$ cat src/rtl/pipe_trace_buffer_pkg.sv
`default_nettype none
// +----------------------------------------------------------------------+
// | pipe_trace_buffer_pkg : shared capture-state encoding and helpers      |
// | Rev 1.0                                                                |
// +----------------------------------------------------------------------+
package pipe_trace_buffer_pkg;

   typedef enum logic [1:0] {
      ST_IDLE      = 2'd0,
      ST_ARMED     = 2'd1,
      ST_TRIGGERED = 2'd2,
      ST_DONE      = 2'd3
   } trace_state_t;

   // Width of a select field over n items; a single item still needs one bit.
   function automatic int sel_width(input int n);
      return (n > 1) ? $clog2(n) : 1;
   endfunction

endpackage
`default_nettype wire

$ cat src/rtl/pipe_trace_buffer_ram.sv
`default_nettype none
// +----------------------------------------------------------------------+
// | trace_ram : DEPTH x WIDTH sample store, one write port and one        |
// | registered read port (read register clears on reset).  Rev 1.0         |
// +----------------------------------------------------------------------+
module trace_ram #(
   parameter int DEPTH = 16,
   parameter int WIDTH = 128,
   localparam int AW   = $clog2(DEPTH)
) (
   input  logic             clk,
   input  logic             reset,
   input  logic             we,
   input  logic [AW-1:0]    waddr,
   input  logic [WIDTH-1:0] wdata,
   input  logic [AW-1:0]    raddr,
   output logic [WIDTH-1:0] rdata
);

   logic [WIDTH-1:0] mem [DEPTH];

   // Storage is deliberately not reset so captured traces survive a reset.
   always_ff @(posedge clk) begin
      if (we) begin
         mem[waddr] <= wdata;
      end
   end

   always_ff @(posedge clk) begin
      if (reset) begin
         rdata <= '0;
      end else begin
         rdata <= mem[raddr];
      end
   end

endmodule
`default_nettype wire

$ cat src/rtl/pipe_trace_buffer.sv
`default_nettype none
// +----------------------------------------------------------------------+
// | pipe_trace_buffer : armed/triggered ring capture of pipeline words    |
// | with pre/post-trigger window and logical read-back.  Rev 1.0           |
// +----------------------------------------------------------------------+
module pipe_trace_buffer
   import pipe_trace_buffer_pkg::*;
#(
   parameter int DATA_W   = 32,
   parameter int CHANNELS = 4,
   parameter int DEPTH    = 16,
   parameter int POST     = 8
) (
   input  logic                               clk,
   input  logic                               reset,
   input  logic                               arm,
   input  logic                               trig_in,
   input  logic                               sample_valid,
   input  logic [CHANNELS*DATA_W-1:0]         sample_data,
   input  logic [$clog2(DEPTH)-1:0]           rd_addr,
   input  logic [sel_width(CHANNELS)-1:0]     rd_chan,
   output logic [DATA_W-1:0]                  rd_data,
   output logic [1:0]                         state,
   output logic [$clog2(DEPTH):0]             fill,
   output logic [$clog2(DEPTH)-1:0]           trig_idx
);

   localparam int AW     = $clog2(DEPTH);
   localparam int CW     = sel_width(CHANNELS);
   localparam int WORD_W = CHANNELS * DATA_W;

   trace_state_t       cur_state, nxt_state;
   logic [AW-1:0]      wr_ptr;
   logic [AW-1:0]      trig_addr;
   logic [AW-1:0]      post_cnt;
   logic [AW:0]        fill_cnt;
   logic               full;
   logic               wr_en;
   logic               start;
   logic               trig_hit;
   logic [AW-1:0]      trig_phys;
   logic [AW-1:0]      base;
   logic [AW-1:0]      rd_phys;
   logic [WORD_W-1:0]  word_q;
   logic [CW-1:0]      rd_chan_q;

   assign full = (fill_cnt == (AW+1)'(DEPTH));
   // Once the ring has wrapped, the oldest sample sits at the write pointer.
   assign base = full ? wr_ptr : '0;

   always_comb begin
      if (sample_valid) begin
         trig_phys = wr_ptr;
      end else if (fill_cnt != '0) begin
         trig_phys = wr_ptr - AW'(1);
      end else begin
         trig_phys = '0;
      end
   end

   always_comb begin
      nxt_state = cur_state;
      wr_en     = 1'b0;
      start     = 1'b0;
      trig_hit  = 1'b0;
      case (cur_state)
         ST_IDLE, ST_DONE: begin
            if (arm) begin
               nxt_state = ST_ARMED;
               start     = 1'b1;
            end
         end
         ST_ARMED: begin
            wr_en = sample_valid;
            if (trig_in) begin
               trig_hit  = 1'b1;
               nxt_state = (POST == 0 && sample_valid) ? ST_DONE : ST_TRIGGERED;
            end
         end
         ST_TRIGGERED: begin
            if (POST == 0) begin
               nxt_state = ST_DONE;
            end else begin
               wr_en = sample_valid;
               if (sample_valid && post_cnt == AW'(POST - 1)) begin
                  nxt_state = ST_DONE;
               end
            end
         end
         default: nxt_state = ST_IDLE;
      endcase
   end

   always_ff @(posedge clk) begin
      if (reset) begin
         cur_state <= ST_IDLE;
         wr_ptr    <= '0;
         fill_cnt  <= '0;
         post_cnt  <= '0;
         trig_addr <= '0;
      end else begin
         cur_state <= nxt_state;
         if (start) begin
            wr_ptr    <= '0;
            fill_cnt  <= '0;
            post_cnt  <= '0;
            trig_addr <= '0;
         end
         if (wr_en) begin
            wr_ptr <= wr_ptr + AW'(1);
            if (!full) begin
               fill_cnt <= fill_cnt + (AW+1)'(1);
            end
         end
         if (trig_hit) begin
            trig_addr <= trig_phys;
         end
         if (cur_state == ST_TRIGGERED && wr_en) begin
            post_cnt <= post_cnt + AW'(1);
         end
      end
   end

   assign rd_phys = rd_addr + base;

   trace_ram #(
      .DEPTH (DEPTH),
      .WIDTH (WORD_W)
   ) u_ram (
      .clk   (clk),
      .reset (reset),
      .we    (wr_en),
      .waddr (wr_ptr),
      .wdata (sample_data),
      .raddr (rd_phys),
      .rdata (word_q)
   );

   // Channel select is delayed to line up with the registered RAM word.
   always_ff @(posedge clk) begin
      if (reset) begin
         rd_chan_q <= '0;
      end else begin
         rd_chan_q <= rd_chan;
      end
   end

   always_comb begin
      rd_data = '0;
      for (int k = 0; k < CHANNELS; k++) begin
         if (rd_chan_q == CW'(k)) begin
            rd_data = word_q[k*DATA_W +: DATA_W];
         end
      end
   end

   assign state    = cur_state;
   assign fill     = fill_cnt;
   assign trig_idx = trig_addr - base;

endmodule
`default_nettype wire

$ cat config.mk
export PLATFORM = sky130hd
export DESIGN_NAME = pipe_trace_buffer
export DESIGN_NICKNAME = d
export VERILOG_FILES = /design/src/rtl/pipe_trace_buffer_pkg.sv /design/src/rtl/pipe_trace_buffer_ram.sv /design/src/rtl/pipe_trace_buffer.sv
export SDC_FILE = /design/constraint.sdc
export NUM_CORES = 2
export LEC_CHECK = 0
export CAP_MARGIN = 20
export CORE_MARGIN = 2
export CORE_UTILIZATION = 60
export DETAILED_ROUTE_END_ITERATION = 6
export GPL_TIMING_DRIVEN = 1
export PLACE_DENSITY = 0.76
export SETUP_SLACK_MARGIN = 0.5
export SKIP_CTS_REPAIR_TIMING = 1
export SYNTH_ARGS = -nofsm -noshare
export SYNTH_HDL_FRONTEND = slang
export SYNTH_SLANG_ARGS = --single-unit
$ cat constraint.sdc
create_clock -name clk -period 36.9 [get_ports clk]
set_clock_uncertainty 0.05 [all_clocks]
set_input_delay 7.38 -clock clk [delete_from_list [all_inputs] [get_ports clk]]
set_output_delay 7.38 -clock clk [all_outputs]
set_load 0.02 [all_outputs]
* Word level (Yosys, flattened, before mapping)
Memory sizes are Yosys's and may differ from the RTL's. A register that Yosys moved wholly into a read port is not among the register bits. Cells that the tools add are included.
Word-level totals: register bits after elaboration 21, bits in latches 0, bits in writable memories 2048, bits in read-only memories 0, output and inout port bits 43, word-level logic and storage cells 60, memories kept 1
Memory list:
- u_ram.mem | depth 16, bits a word 128, read ports 1, clocked after memory_dff 1, write ports 1, RTL line pipe_trace_buffer_ram.sv:20 | logic [WIDTH-1:0] mem [DEPTH];
Cells by class: $add $sub $neg 6, multipliers 0, divide/modulo/power cells 0, magnitude comparators 0, equal/unequal tests 11, shifts and indexed selects 0, mux-type cells 25, bitwise logic cells 0, reductions and logical operators 11
Operators by type and width (count):
- $mux 32 | 4
- $mux 4 | 7
- $mux 5 | 3
- $add 4x1->4 const B | 2
- $eq 2x2->1 const B | 4
- $mux 1 | 7
- $mux 2 | 3
- $ne 2x2->1 const B | 3
- $pmux 2 s3 | 1
- $reduce_bool 2->1 | 3
- $add 5x1->5 const B | 1
- $eq 5x5->1 const B | 1
- $reduce_bool 5->1 | 1
- $add 4x4->4 | 1
- $eq 2x1->1 const B | 2
- $eq 4x3->1 const B | 1
- $logic_not 2->1 | 2
- $reduce_or 2->1 | 2
- $sub 4x1->4 const B | 1
- $sub 4x4->4 | 1
- $reduce_and 3->1 | 1
- $logic_and 1x1->1 | 2

* Depth between registers and ports, before layout
word-level depth 6, mapped depth 14, depth with buffers taken out 11

* Hierarchy
From an unflattened synthesis, not the netlist that was laid out.
Second synthesis, totals: cells, all modules 4492, area, all modules 83766.6 µm²
By module, submodules not included:
- trace_ram | instances 1, cells an instance 4298, area each 81689.6 µm²
- pipe_trace_buffer | instances 1, cells an instance 194, area each 2077.0 µm²

* Least setup slack after synthesis
Ideal clock, no wire load.
path type input to register, start point input sample_valid, end point memory u_ram.mem[0][0] (enable), data arrival time 16983 ps, data required time 36078 ps, setup slack 19095 ps, stages 5, path buffers 2, cell sequence clkbuf_1 -> nor2b_1 -> clkbuf_1 -> nand2_1 -> nor3_1
On the way: word-level cells in the longest chain between the ends 3
RTL lines:
- from (decl) | RTL line pipe_trace_buffer.sv:18 | input logic sample_valid,
- $mux 1
- $mux 1 | RTL line pipe_trace_buffer_ram.sv:24 | if (we) begin
- $mux 1 (not written as such) | RTL line pipe_trace_buffer_ram.sv:25 | mem[waddr] <= wdata;
- to (decl) | RTL line pipe_trace_buffer_ram.sv:20
No other way between the ends.

* Final worst setup path
start point input rd_addr[0], end point register u_ram.rdata[45] (read register of u_ram.mem)
On the way: word-level cells in the longest chain between the ends 1
RTL lines:
- from (decl) | RTL line pipe_trace_buffer.sv:20 | input logic [$clog2(DEPTH)-1:0] rd_addr,
- $add 4x4->4 | RTL line pipe_trace_buffer.sv:124 | assign rd_phys = rd_addr + base;
- to (decl) | RTL line pipe_trace_buffer_ram.sv:17 | output logic [WIDTH-1:0] rdata
No other way between the ends. A chain may end at the register's enable or synchronous reset.

==> results.sh <==
export IMPL_max_freq_ghz=0.0862
export IMPL_vias_per_cell=6.76
export IMPL_io_buffers=181
export IMPL_regToRegSetupSlack_ns=31.14
export IMPL_crit_type="in -> reg"
export IMPL_wl_per_cell_um=32.8
export IMPL_grt_max_degree=116
export IMPL_start_util=0.603
export IMPL_yosys_area_top_type="edfxtp_1"
export IMPL_synthCells=3760
export IMPL_crit_fanout=54
export IMPL_final_cells=5995
export IMPL_clkTransAtPathRegs_ns=0.06
export IMPL_status="finished clean"
export IMPL_yosysSeqAreaShare=0.780
export IMPL_cts_tree="done"
export IMPL_cp_end_kind="flop"
export IMPL_hold_violations=0
export IMPL_die_x_um=375
export IMPL_crit_path_start="rd_addr[0]"
export IMPL_dp_cells=5584
export IMPL_antenna_found_initial=34
export IMPL_r2r_cells=12
export IMPL_final_common_cell="edfxtp_1"
export IMPL_post_synth_cell_area_avg_sq_um=22.0
export IMPL_clk_latency_ns=0.82
export IMPL_synth_main_ff_cell="edfxtp_1"
export IMPL_dieArea_sq_mm=0.141
export IMPL_cts_buffers=205
export IMPL_cts_max_level=4
export IMPL_crit_end="u_ram.rdata[45]"
export IMPL_final_cell_mix="2048 x edfxtp_1, 544 x mux4_2, 270 x nand2_1"
export IMPL_cts_num_sinks=2197
export IMPL_synth_cell_area_sq_mm=0.0826
export IMPL_synth_edff_count=2048
export IMPL_yosys_warnings=0
export IMPL_area_delta_synth_final_pct=12.8
export IMPL_syn_nets=3917
export IMPL_p_leak_nw=29.1
export IMPL_io_pins=182
export IMPL_hold_class="reg -> reg"
export IMPL_grtUsageTotal=0.284
export IMPL_max_clock_path_buffers=3
export IMPL_synth_top_cells_by_area="edfxtp_1 74%, mux4_2 15%, dfxtp_1 3.6%"
export IMPL_fin_area_sq_mm=0.0932
export IMPL_max_cap_viol_count=0
export IMPL_relSlewSlack=0.225
export IMPL_wl_um=197000
export IMPL_grt_pass1_wl_um=284000
export IMPL_drive_above_1_share=0.229
export IMPL_root_buffer="clkbuf_16"
export IMPL_fillCellCount=8210
export IMPL_rsz0062_at_grt="no"
export IMPL_dieHeight_um=375
export IMPL_detail_route_antenna_nets=0
export IMPL_synthArstFlopShare=0
export IMPL_startpoint_type="input pin"
export IMPL_synth_top_cell_area_share=0.744
export IMPL_vias=40538
export IMPL_final_setup_tns_ns=0
export IMPL_grt_pass1_vias=40197
export IMPL_core_area_sq_mm=0.137
export IMPL_drt_first_pass_iters=5
export IMPL_setup_viol=0
export IMPL_synth_cell_types=39
export IMPL_drv_slew=0
export IMPL_grt_ovfl_total=0
export IMPL_r2r_start="fill[0]"
export IMPL_r2r_end="u_ram.rdata[45]"
export IMPL_ys_ff_latch=2197
export IMPL_dpl_hpwl_um=99600
export IMPL_drtIter0Drc=5487
export IMPL_worstPathRequired_ns=37.49
export IMPL_crit_arrival_ns=12.19
export IMPL_post_dp_cell_area_sq_mm=0.0865
export IMPL_num_nets_final=4156
export IMPL_p_per_area_mw_per_mm2=56.1
export IMPL_gp_congestion=0.760
export IMPL_ir_drop_uv=47.5
export IMPL_period_share=0.314
export IMPL_route_detailed_drc=0
export IMPL_period_needed_ns=11.60
export IMPL_num_rows=136
export IMPL_tightest_slew_ns=1.16
-- worst max-delay path, cell delays in order --
cell and delay (ns):
clkdlybuf4s50_1 0.45, ha_4 0.18, fa_4 1.23, buf_4 0.75, buf_4 0.87, mux4_2 0.60
nor2b_1 0.14, a211oi_1 0.32, a311oi_1 0.10
-- stage by stage --
stage                util  power (mW)  setup slack, ns  hold WS (ns)
floorplan               -        3.08            19.10         0.415
global placement    0.631        3.21            24.49         0.424
detailed placement  0.631        3.22            24.45         0.432
CTS                 0.679        5.25            25.26         0.440
global route        0.679        5.36            25.01         0.460
finish              0.680        5.23            25.30         0.445
-- power breakdown --
part | switching (mW) | total [mW] | internal (mW)
Clock | 0.893 | 2.06 | 1.17
Combinational | 0.201 | 0.332 | 0.131
Sequential | 0.0327 | 2.83 | 2.80
-- how the worst min path moves through the flow --
stage                     cells past startpoint  slack [ns]   startpoint           to
after floorplan                               2        0.42  post_cnt[1]  post_cnt[1]
after global placement                        2        0.42  post_cnt[1]  post_cnt[1]
after detailed placement                      2        0.43  post_cnt[1]  post_cnt[1]
after CTS                                     2        0.44  post_cnt[1]  post_cnt[1]
after global routing                          2        0.46  post_cnt[1]  post_cnt[1]
final                                         2        0.44  post_cnt[1]  post_cnt[1]
-- cells by family (layout without fill, tap and decap cells) --
family | after synthesis | count (layout) | share of synthesized area
compound gates | 290 | 290 | 0.0277
fa+ha+maj | 18 | 18 | 0.00291
buf+inv | 239 | 662 | 0.0135
flops | 2197 | 2197 | 0.780
mux | 544 | 544 | 0.148
xor+xnor | 10 | 10 | 0.00144
simple gates | 462 | 462 | 0.0259
other cells | 0 | 18 | 0
-- cell usage after synthesis (2+ instances only) --
cell         n
buf_4        7
or3_1        3
inv_1       13
mux4_2     544
and2_1       4
a21o_1       3
dfxtp_1    149
nand2b_1     5
o21ai_0      4
buf_2      104
xnor2_1      5
or2_2        2
nor4_1       2
nand3_1     10
fa_1         2
buf_6        8
a21oi_1     15
buf_1       16
nand2_1    270
nor3_1       4
a311oi_1   128
a211oi_1   129
clkbuf_1    91
xor2_1       3
nor2b_1    131
a22oi_1      6
o21a_1       3
ha_1        16
edfxtp_1  2048
nor2_1      26
-- layout make-up --
type                            count  area [sq um]  area share
Clock inverter                     97           818     0.00878
Multi-Input combinational cell   1324         17200       0.185
Sequential cell                  2197         64500       0.692
Antenna cell                       18          45.0    0.000483
Clock buffer                      294          5830      0.0625
Timing Repair Buffer              258          2530      0.0272
Inverter                           13          48.8    0.000523
Tap cell                         1794          2240      0.0241
-- sequential cells by signal (all words and copies together), names as in the netlist --
signal / cells
u_ram.mem: 2048
state: 2
rd_chan_q: 2
post_cnt: 4
u_ram.rdata: 128
fill: 5
wr_ptr: 4
trig_addr: 4
-- routing by layer --
| layer | share of wire | global-route usage | routed length [um] | vias to the layer above |
|---|---|---|---|---|
| li1 | - | - | - | 16252 |
| met1 | 0.38 | 0.407 | 74900 | 21647 |
| met2 | 0.49 | 0.454 | 96500 | 2268 |
| met3 | 0.098 | 0.0484 | 19300 | 347 |
| met4 | 0.031 | 0.0920 | 6060 | 24 |
| met5 | 0.00080 | 0 | 157 | - |
No activity file was read; power rests on OpenSTA's default activity.
